==> config.mk <==
export PLATFORM = sky130hd
export DESIGN_NAME = receive_packet
export DESIGN_NICKNAME = d
export VERILOG_FILES = /design/src/rtl/receive_packet_pkg.sv /design/src/rtl/receive_packet.sv
export SDC_FILE = /design/constraint.sdc
export NUM_CORES = 1
export LEC_CHECK = 0
export BUFFER_PORTS_ARGS = -buffer_cell sky130_fd_sc_hd__buf_4
export CAP_MARGIN = 40
export CORE_MARGIN = 2
export CORE_UTILIZATION = 50
export DETAILED_ROUTE_END_ITERATION = 16
export GPL_ROUTABILITY_DRIVEN = 0
export PLACE_DENSITY = 0.86
export SYNTH_ARGS = -nofsm -noshare
export SYNTH_HDL_FRONTEND = slang
export SYNTH_SLANG_ARGS = --single-unit
==> constraint.sdc <==
create_clock -name clk -period 6.06 [get_ports clk]
set_clock_uncertainty 0.2 [all_clocks]
set_input_delay 1.212 -clock clk [delete_from_list [all_inputs] [get_ports clk]]
set_output_delay 1.212 -clock clk [all_outputs]
set_load 0.05 [all_outputs]
==> src/rtl/receive_packet_pkg.sv <==
// Shared types and constants for the receive_packet block: FSM states,
// header word layout, TSE error width and the byte-length saturation helper.
package receive_packet_pkg;

  typedef enum logic [1:0] {
    IDLE = 2'd0,
    HUNT = 2'd1,
    DATA = 2'd2,
    HDR  = 2'd3
  } state_e;

  localparam int HDR_LEN_LSB   = 0;
  localparam int HDR_ERR_BIT   = 16;
  localparam int HDR_TRUNC_BIT = 17;
  localparam int TSE_ERR_W     = 6;

  function automatic logic [15:0] sat_len(input logic [31:0] bytes);
    return (bytes > 32'h0000_FFFF) ? 16'hFFFF : bytes[15:0];
  endfunction

endpackage

==> src/rtl/receive_packet.sv <==
// Stores one TSE MAC RX frame into packet RAM: payload at base+1.., header at base.
// Optional frame/error counters are enabled by defining RECEIVE_PACKET_STATS_EN.
module receive_packet
  import receive_packet_pkg::*;
#(
  parameter int MAX_WORDS = 384,
  parameter int ADDR_W    = 25
) (
  input  logic                 clk,
  input  logic                 reset_n,
  input  logic [ADDR_W-1:0]    start_ram_addr,
  input  logic                 cmd_arm,
  output logic                 busy,
  output logic                 pkt_done,
  output logic [15:0]          pkt_len,
  output logic                 pkt_err,
  output logic                 pkt_trunc,
  input  logic [31:0]          in_data,
  input  logic                 in_valid,
  output logic                 in_ready,
  input  logic                 in_sop,
  input  logic                 in_eop,
  input  logic [1:0]           in_empty,
  input  logic [TSE_ERR_W-1:0] in_error,
  output logic [ADDR_W-1:0]    avm_address,
  output logic                 avm_write,
  output logic [31:0]          avm_writedata,
  input  logic                 avm_waitrequest
`ifdef RECEIVE_PACKET_STATS_EN
  ,
  output logic [31:0]          stat_frames,
  output logic [31:0]          stat_errors
`endif
);

  localparam int          CNT_W     = $clog2(MAX_WORDS + 1);
  localparam logic [31:0] MAX_BYTES = 32'(MAX_WORDS * 4);

  state_e              state_q;
  logic [ADDR_W-1:0]   base_q;
  logic [CNT_W-1:0]    cnt_q;
  logic                err_q, trunc_q, rehunt_q, hdr_issued_q;
  logic [15:0]         len_q;
  logic                busy_q, pkt_done_q, pkt_err_q, pkt_trunc_q;
  logic [15:0]         pkt_len_q;
  logic [ADDR_W-1:0]   avm_address_q;
  logic                avm_write_q;
  logic [31:0]         avm_writedata_q;

  logic                can_load, room, hdr_accept;
  logic [31:0]         cnt_inc;
  logic [15:0]         eop_len, cut_len, hunt_len;
  logic [ADDR_W-1:0]   wr_addr;
  logic [31:0]         hdr_word;

  // The single write register can take a new word when empty or being accepted now.
  assign can_load   = !avm_write_q || !avm_waitrequest;
  assign room       = 32'(cnt_q) < 32'(MAX_WORDS);
  assign cnt_inc    = 32'(cnt_q) + 32'(room);
  assign wr_addr    = base_q + ADDR_W'(1) + ADDR_W'(cnt_q);
  assign hdr_accept = (state_q == HDR) && hdr_issued_q && avm_write_q && !avm_waitrequest;

  always_comb begin
    eop_len  = room ? sat_len((cnt_inc << 2) - 32'(in_empty)) : sat_len(MAX_BYTES);
    cut_len  = trunc_q ? sat_len(MAX_BYTES) : sat_len(32'(cnt_q) << 2);
    hunt_len = sat_len(32'd4 - 32'(in_empty));
    hdr_word = '0;
    hdr_word[HDR_LEN_LSB +: 16] = len_q;
    hdr_word[HDR_ERR_BIT]       = err_q;
    hdr_word[HDR_TRUNC_BIT]     = trunc_q;
  end

  // A sop arriving mid-frame is held off until the current frame's header is out.
  always_comb begin
    in_ready = 1'b0;
    case (state_q)
      HUNT:    in_ready = 1'b1;
      DATA:    in_ready = can_load && !(in_valid && in_sop);
      default: in_ready = 1'b0;
    endcase
  end

  always_ff @(posedge clk or negedge reset_n) begin
    if (!reset_n) begin
      state_q         <= IDLE;
      base_q          <= '0;
      cnt_q           <= '0;
      err_q           <= 1'b0;
      trunc_q         <= 1'b0;
      rehunt_q        <= 1'b0;
      hdr_issued_q    <= 1'b0;
      len_q           <= '0;
      busy_q          <= 1'b0;
      pkt_done_q      <= 1'b0;
      pkt_len_q       <= '0;
      pkt_err_q       <= 1'b0;
      pkt_trunc_q     <= 1'b0;
      avm_address_q   <= '0;
      avm_write_q     <= 1'b0;
      avm_writedata_q <= '0;
    end else begin
      pkt_done_q <= 1'b0;
      if (avm_write_q && !avm_waitrequest) avm_write_q <= 1'b0;
      case (state_q)
        IDLE: begin
          if (cmd_arm) begin
            base_q      <= start_ram_addr;
            busy_q      <= 1'b1;
            pkt_len_q   <= '0;
            pkt_err_q   <= 1'b0;
            pkt_trunc_q <= 1'b0;
            rehunt_q    <= 1'b0;
            state_q     <= HUNT;
          end
        end
        HUNT: begin
          if (in_valid && in_sop) begin
            avm_write_q     <= 1'b1;
            avm_address_q   <= base_q + ADDR_W'(1);
            avm_writedata_q <= in_data;
            cnt_q           <= CNT_W'(1);
            err_q           <= |in_error;
            trunc_q         <= 1'b0;
            rehunt_q        <= 1'b0;
            hdr_issued_q    <= 1'b0;
            len_q           <= hunt_len;
            state_q         <= in_eop ? HDR : DATA;
          end
        end
        DATA: begin
          if (in_valid && in_sop) begin
            err_q        <= 1'b1;
            len_q        <= cut_len;
            rehunt_q     <= 1'b1;
            hdr_issued_q <= 1'b0;
            state_q      <= HDR;
          end else if (in_valid && can_load) begin
            err_q <= err_q | (|in_error);
            if (room) begin
              avm_write_q     <= 1'b1;
              avm_address_q   <= wr_addr;
              avm_writedata_q <= in_data;
              cnt_q           <= cnt_q + CNT_W'(1);
            end else begin
              trunc_q <= 1'b1;
            end
            if (in_eop) begin
              len_q        <= eop_len;
              hdr_issued_q <= 1'b0;
              state_q      <= HDR;
            end
          end
        end
        HDR: begin
          if (!hdr_issued_q) begin
            if (can_load) begin
              avm_write_q     <= 1'b1;
              avm_address_q   <= base_q;
              avm_writedata_q <= hdr_word;
              hdr_issued_q    <= 1'b1;
            end
          end else if (hdr_accept) begin
            pkt_done_q  <= 1'b1;
            busy_q      <= rehunt_q;
            pkt_len_q   <= len_q;
            pkt_err_q   <= err_q;
            pkt_trunc_q <= trunc_q;
            rehunt_q    <= 1'b0;
            state_q     <= rehunt_q ? HUNT : IDLE;
          end
        end
        default: state_q <= IDLE;
      endcase
    end
  end

  assign busy          = busy_q;
  assign pkt_done      = pkt_done_q;
  assign pkt_len       = pkt_len_q;
  assign pkt_err       = pkt_err_q;
  assign pkt_trunc     = pkt_trunc_q;
  assign avm_address   = avm_address_q;
  assign avm_write     = avm_write_q;
  assign avm_writedata = avm_writedata_q;

`ifdef RECEIVE_PACKET_STATS_EN
  logic [31:0] stat_frames_q, stat_errors_q;

  always_ff @(posedge clk or negedge reset_n) begin
    if (!reset_n) begin
      stat_frames_q <= '0;
      stat_errors_q <= '0;
    end else if (hdr_accept) begin
      stat_frames_q <= stat_frames_q + 32'd1;
      if (err_q || trunc_q) stat_errors_q <= stat_errors_q + 32'd1;
    end
  end

  assign stat_frames = stat_frames_q;
  assign stat_errors = stat_errors_q;
`endif

endmodule

After elaboration in Yosys (flattened, before gate mapping)
Index checks and enable logic that the tools add are counted.

cells by class
  add/subtract/negate cells = 6
  $lt $le $gt $ge = 4
  equal/unequal tests = 16
  multiplexer cells = 85
  bitwise gates (word level) = 1
  reductions and logical operators = 26

operator list
  cell                     count
  $mux W16                 12
  $mux W32                 6
  $mux W25                 6
  $pmux W32 S3             1
  $pmux W25 S3             1
  $gt A32 B16 Y1 const B   2
  $pmux W16 S2             2
  $mux W9                  4
  $mux W1                  35
  $add A25 B1 Y25 const B  1
  $add A25 B9 Y25          1
  $ne A2 B2 Y1 const B     11
  $pmux W9 S2              1
  $gt A11 B16 Y1 const B   1
  $reduce_and A5 Y1        3
  $mux W2                  7
  $sub A12 B2 Y13          1
  $pmux W1 S2              6
  $reduce_and A4 Y1        3
  $add A9 B1 Y10           1
  $add A9 B1 Y9 const B    1
  $lt A9 B9 Y1 const B     1
  $pmux W2 S4              1
  $logic_and A1 B1 Y1      7
  other kinds (17)         23

word-level totals
  bits in registers = 134
  input bits = 72

Longest topological paths before layout
  depth after elaboration = 10
  depth in mapped cells = 13
  depth with buffers taken out = 13

Worst setup path before layout
Ideal clock, no wire load.

  path kind = input -> output
  start point = input port in_valid
  end point = output port in_ready
  arrival time = 2409 ps
  data required time = 4648 ps
  path slack = 2239 ps
  stages = 4
  path buffers = 1
  cell sequence = nand2_1 clkbuf_1 a31oi_1 nor2b_1

on the way
  cells in the longest elaborated chain, start to end = 4

RTL lines
  item                 RTL line              RTL
  start, declared      receive_packet.sv:19  input logic in_valid,
  $logic_and A1 B1 Y1  receive_packet.sv:78  DATA: in_ready = can_load && !(in_valid && in_sop);
  $logic_not A1 Y1     receive_packet.sv:78
  $logic_and A1 B1 Y1  receive_packet.sv:78
  $pmux W1 S2          receive_packet.sv:76  case (state_q)
  end, declared        receive_packet.sv:20  output logic in_ready,

Every way passes these cells.

Worst setup path in the final report
  start point = register cnt_q[7]
  end point = register len_q[9]

on the way
  cells in the longest elaborated chain, start to end = 10

RTL lines
  item                    RTL line                  RTL
  start, declared         receive_packet.sv:41      logic [CNT_W-1:0] cnt_q;
  start signal, assigned  receive_packet.sv:143     cnt_q <= cnt_q + CNT_W'(1);
  $lt A9 B9 Y1            receive_packet.sv:58      assign room = 32'(cnt_q) < 32'(MAX_WORDS);
  $add A9 B1 Y10          receive_packet.sv:59      assign cnt_inc = 32'(cnt_q) + 32'(room);
  $sub A12 B2 Y13         receive_packet.sv:64      eop_len = room ? sat_len((cnt_inc << 2) - 32'(in_empty)) : sat_len(MAX_BYTES);
  $gt A32 B16 Y1          receive_packet_pkg.sv:18  return (bytes > 32'h0000_FFFF) ? 16'hFFFF : bytes[15:0];
  $mux W16                receive_packet_pkg.sv:18
  $mux W16                receive_packet.sv:64
  $mux W16                receive_packet.sv:147     if (in_eop) begin
  $mux W16                receive_packet.sv:137     end else if (in_valid && can_load) begin
  $mux W16 *              receive_packet.sv:131     if (in_valid && in_sop) begin
  $pmux W16 S2 *          receive_packet.sv:104     case (state_q)
  end signal, assigned    receive_packet.sv:126     len_q <= hunt_len;
  end signal, assigned    receive_packet.sv:133     len_q <= cut_len;
  end signal, assigned    receive_packet.sv:148     len_q <= eop_len;
  end, declared           receive_packet.sv:43      logic [15:0] len_q;

Every way passes the cells marked *; elsewhere a longest branch is shown, timed or not. The select of a mux whose other input is x is not followed.
A chain may end at the register's enable or synchronous reset.

==> summary.md <==
| Metric | Value |
|---|---|
| Worst r2r src | `cnt_q[7]` |
| Final Hold Vio Count | `0` |
| Number of DRC markers in iteration 0 | `571` |
| CP Data Arrival Time | `4.05 ns` |
| Critical Path Source Type | `flip-flop` |
| Status | `finished, final reports clean` |
| Worst-case vdd ir drop | `0.339 mV` |
| DP Wirelength | `13.8 mm` |
| Share of post-route cells with drive strength above 1 | `24.6%` |
| Critical R2R Capture | `len_q[9]` |
| Final critical path time including I/O delays and setup | `3.94 ns` |
| Max-capacitance violation count | `0` |
| Flops & latches, synth | `128` |
| Count of hold buffers inserted by post-cts repair | `0` |
| Buffer count from post-CTS setup fixing | `0` |
| Sequential element share of the synthesized area | `42.2%` |
| Hold path start | `avm_writedata[17]` |
| Synthesized instance count | `843` |
| Crit Path Category | `flip-flop to flip-flop` |
| Fin Setup TNS | `0 ns` |
| Most frequent cells in the layout | `buf_4, nand2_1, dfrtp_1, o21ai_0, nor2_1` |
| Critical path fanouts, max | `14` |
| Switching fraction of total power | `49.5%` |
| Most common library cell in the layout ignoring fill and taps | `buf_4` |
| Clock latency on the worst-skew pair | `0.43 ns` |
| Total standard cell area after synthesis | `7580 um^2` |
| Class of the worst hold path | `flip-flop to flip-flop` |
| Worst Hold Endpoint | `avm_writedata[17]` |
| Pin count of the biggest net entering global routing | `77` |
| Pleak | `4.21 nW` |
| Antenna-violating nets left | `0` |
| Category of the worst setup path capture point | `flip-flop` |
| Gate power share | `54.2%` |
| Via count normalized by instance count | `5.91` |
| Sequential fraction of design power | `27.5%` |
| Cell depth of the worst flop-to-flop path | `10` |
| Max-slew violation count | `0` |
| Core ar. | `15000 um^2` |
| Number of nets in the layout | `1055` |
| Number of port buffers | `150` |
| Synth-to-Final Area Change | `22.9%` |
| Setup violators final | `0` |
| Leftover overflow at the end of global routing | `0` |
| Avg Inst Size Synth | `9.00 um^2` |
| Max frequency | `254 MHz` |
| DRC viols | `0` |
| Hold slack | `0.282 ns` |
| Main flop type after synthesis | `dfrtp_1` |
| Total vias in the final route | `6882` |
| Total number of H-tree levels | `4` |
| Clock group share of total power | `18.3%` |
| Count of TritonRoute iterations in the first routing pass | `5` |
| Final instance count without filler cells | `1164` |
| Proportion of synthesized flip-flops having asynchronous set or reset | `100%` |
| Initial core utilization | `50.5%` |
| Floorplan row count | `45` |
| P_sw | `2.85 mW` |
| Final design instance area without fill | `9320 um^2` |
| Largest buffer count on any clock path | `2` |
| Clock root buffer | `clkbuf_16` |
| Total power draw | `5.75 mW` |
| CP Data Required Time | `6.17 ns` |
| Width of the die | `127 um` |
| Synthesized netlist net count | `935` |
| Sinks on Clock Net | `128` |
| Initial antenna violation count | `1` |
| Unrepaired setup endpoints after global routing | `false` |
| Cts repair resizes | `0` |
| Final clock period utilization by the worst path | `65.0%` |
| Chip Height | `127 um` |
| Post-synth EDFFs | `0` |
| Placed cells | `1132` |
| Die outline area | `16200 um^2` |
| Placement-stage cell area | `8710 um^2` |
| Antenna Diode Count | `0` |
| Slack of the worst reg-to-reg path | `2.12 ns` |
| Power per cell area | `617 nW/um^2` |
| Global-route wire length before repair | `32.4 mm` |
| Aggregate routed wire length | `19.8 mm` |
| Worst-path clk slew | `0.06 ns` |
| Layout filler cell count | `1219` |
| Number of distinct library cells after synthesis | `75` |
| Number of buffers created by CTS | `17` |
| Overall track demand over capacity in global routing | `24.8%` |
| Clock tree from TritonCTS | `done` |
| Hold Path Depth | `2` |
| Relative max-transition margin | `43.2%` |
| Number of I/O pins | `151` |
| Drt wl/cell | `17.0 um` |
| Number of global-route vias before repair | `6577` |
| Count of yosys warnings during synthesis | `0` |
| Internal portion of total power | `2.90 mW` |
| Measured slew at the worst slew-check pin | `0.852 ns` |
## metal layers
metal	GRT usage (%)	vias to the layer above	share of wire, %
met5	0	-	0
met2	39.8	318	47
met1	32.4	3271	43
met3	5.82	52	7.5
met4	10.6	0	3.0
li1	-	3241	-
## layout make-up
class                      instances  area, um^2  area share [%]
multi-input combinational        638        3970            42.6
sequential                       128        3200            34.4
timing repair buffer             160        1230            13.2
clock buffer                      17         425            4.56
tap                              188         235            2.52
clock inverter                    15         185            1.99
inverter                          18        67.6           0.725
## stage by stage
stage / setup WS, ns / util [%]
finish: 2.12 / 62.0
global placement: 2.19 / 57.6
floorplan: 2.24 / -
CTS: 2.17 / 62.0
detailed placement: 2.14 / 57.9
global route: 1.74 / 62.0
## flip-flops by register name, summed over array words and instances, names as in the netlist, 2 cells and up
name / flops
state_q: 2
base_q: 25
len_q: 13
avm_address: 25
pkt_len: 13
cnt_q: 9
avm_writedata: 32
## power by group through the flow
stage	clock network, mW	registers, mW	logic, mW
floorplan	0	2.15	1.75
global placement	0	1.57	2.99
detailed placement	0	1.58	3.08
CTS	1.06	1.57	3.11
global route	1.11	1.63	3.41
finish	1.05	1.58	3.12
## cells in the mapped netlist, types with 6 or more instances
master	n	area [um^2]
a211oi_1	8	60.1
a21boi_0	19	143
a21oi_1	51	255
a221oi_1	13	114
a31oi_1	9	56.3
and3_1	11	68.8
buf_6	6	67.6
clkbuf_1	40	150
dfrtp_1	128	3200
ha_1	19	238
inv_1	18	67.6
mux2_2	28	315
nand2_1	145	544
nand3_1	23	115
nor2_1	55	206
nor3_1	23	115
o21ai_0	90	450
xnor2_1	27	236
xor2_1	18	158
## critical path, cell delays in order (launching register included)
cell	delay [ns]
dfrtp_1	0.60
nand2_1	0.20
ha_1	0.29
ha_1	0.31
nand2b_1	0.18
mux2_2	0.27
o32a_1	0.34
a2111oi_2	0.64
nand2_1	0.26
and3_1	0.23
o41ai_1	0.31
## cell families (layout without fill, tap and decap cells)
group | count (synthesis) | count (layout) | share of synthesized area, %
and+or+nand+nor | 297 | 297 | 19.0
AOI/OAI and AO/OA | 244 | 244 | 20.1
adders and majority gates | 20 | 20 | 3.40
buffers and inverters | 77 | 210 | 5.38
DFF | 128 | 128 | 42.2
xor gates and xnor gates | 45 | 45 | 5.20
muxes | 32 | 32 | 4.68
## worst max-delay path by stage
stage,endpoint,from,cells after the start
after floorplan,in_ready,in_valid,4
after global placement,avm_writedata[20],in_valid,7
after detailed placement,avm_writedata[24],in_valid,8
after CTS,len_q[9],cnt_q[7],10
after global routing,len_q[9],cnt_q[7],10
final,len_q[9],cnt_q[7],10
Note: power is estimated with default switching activity, not from simulation.
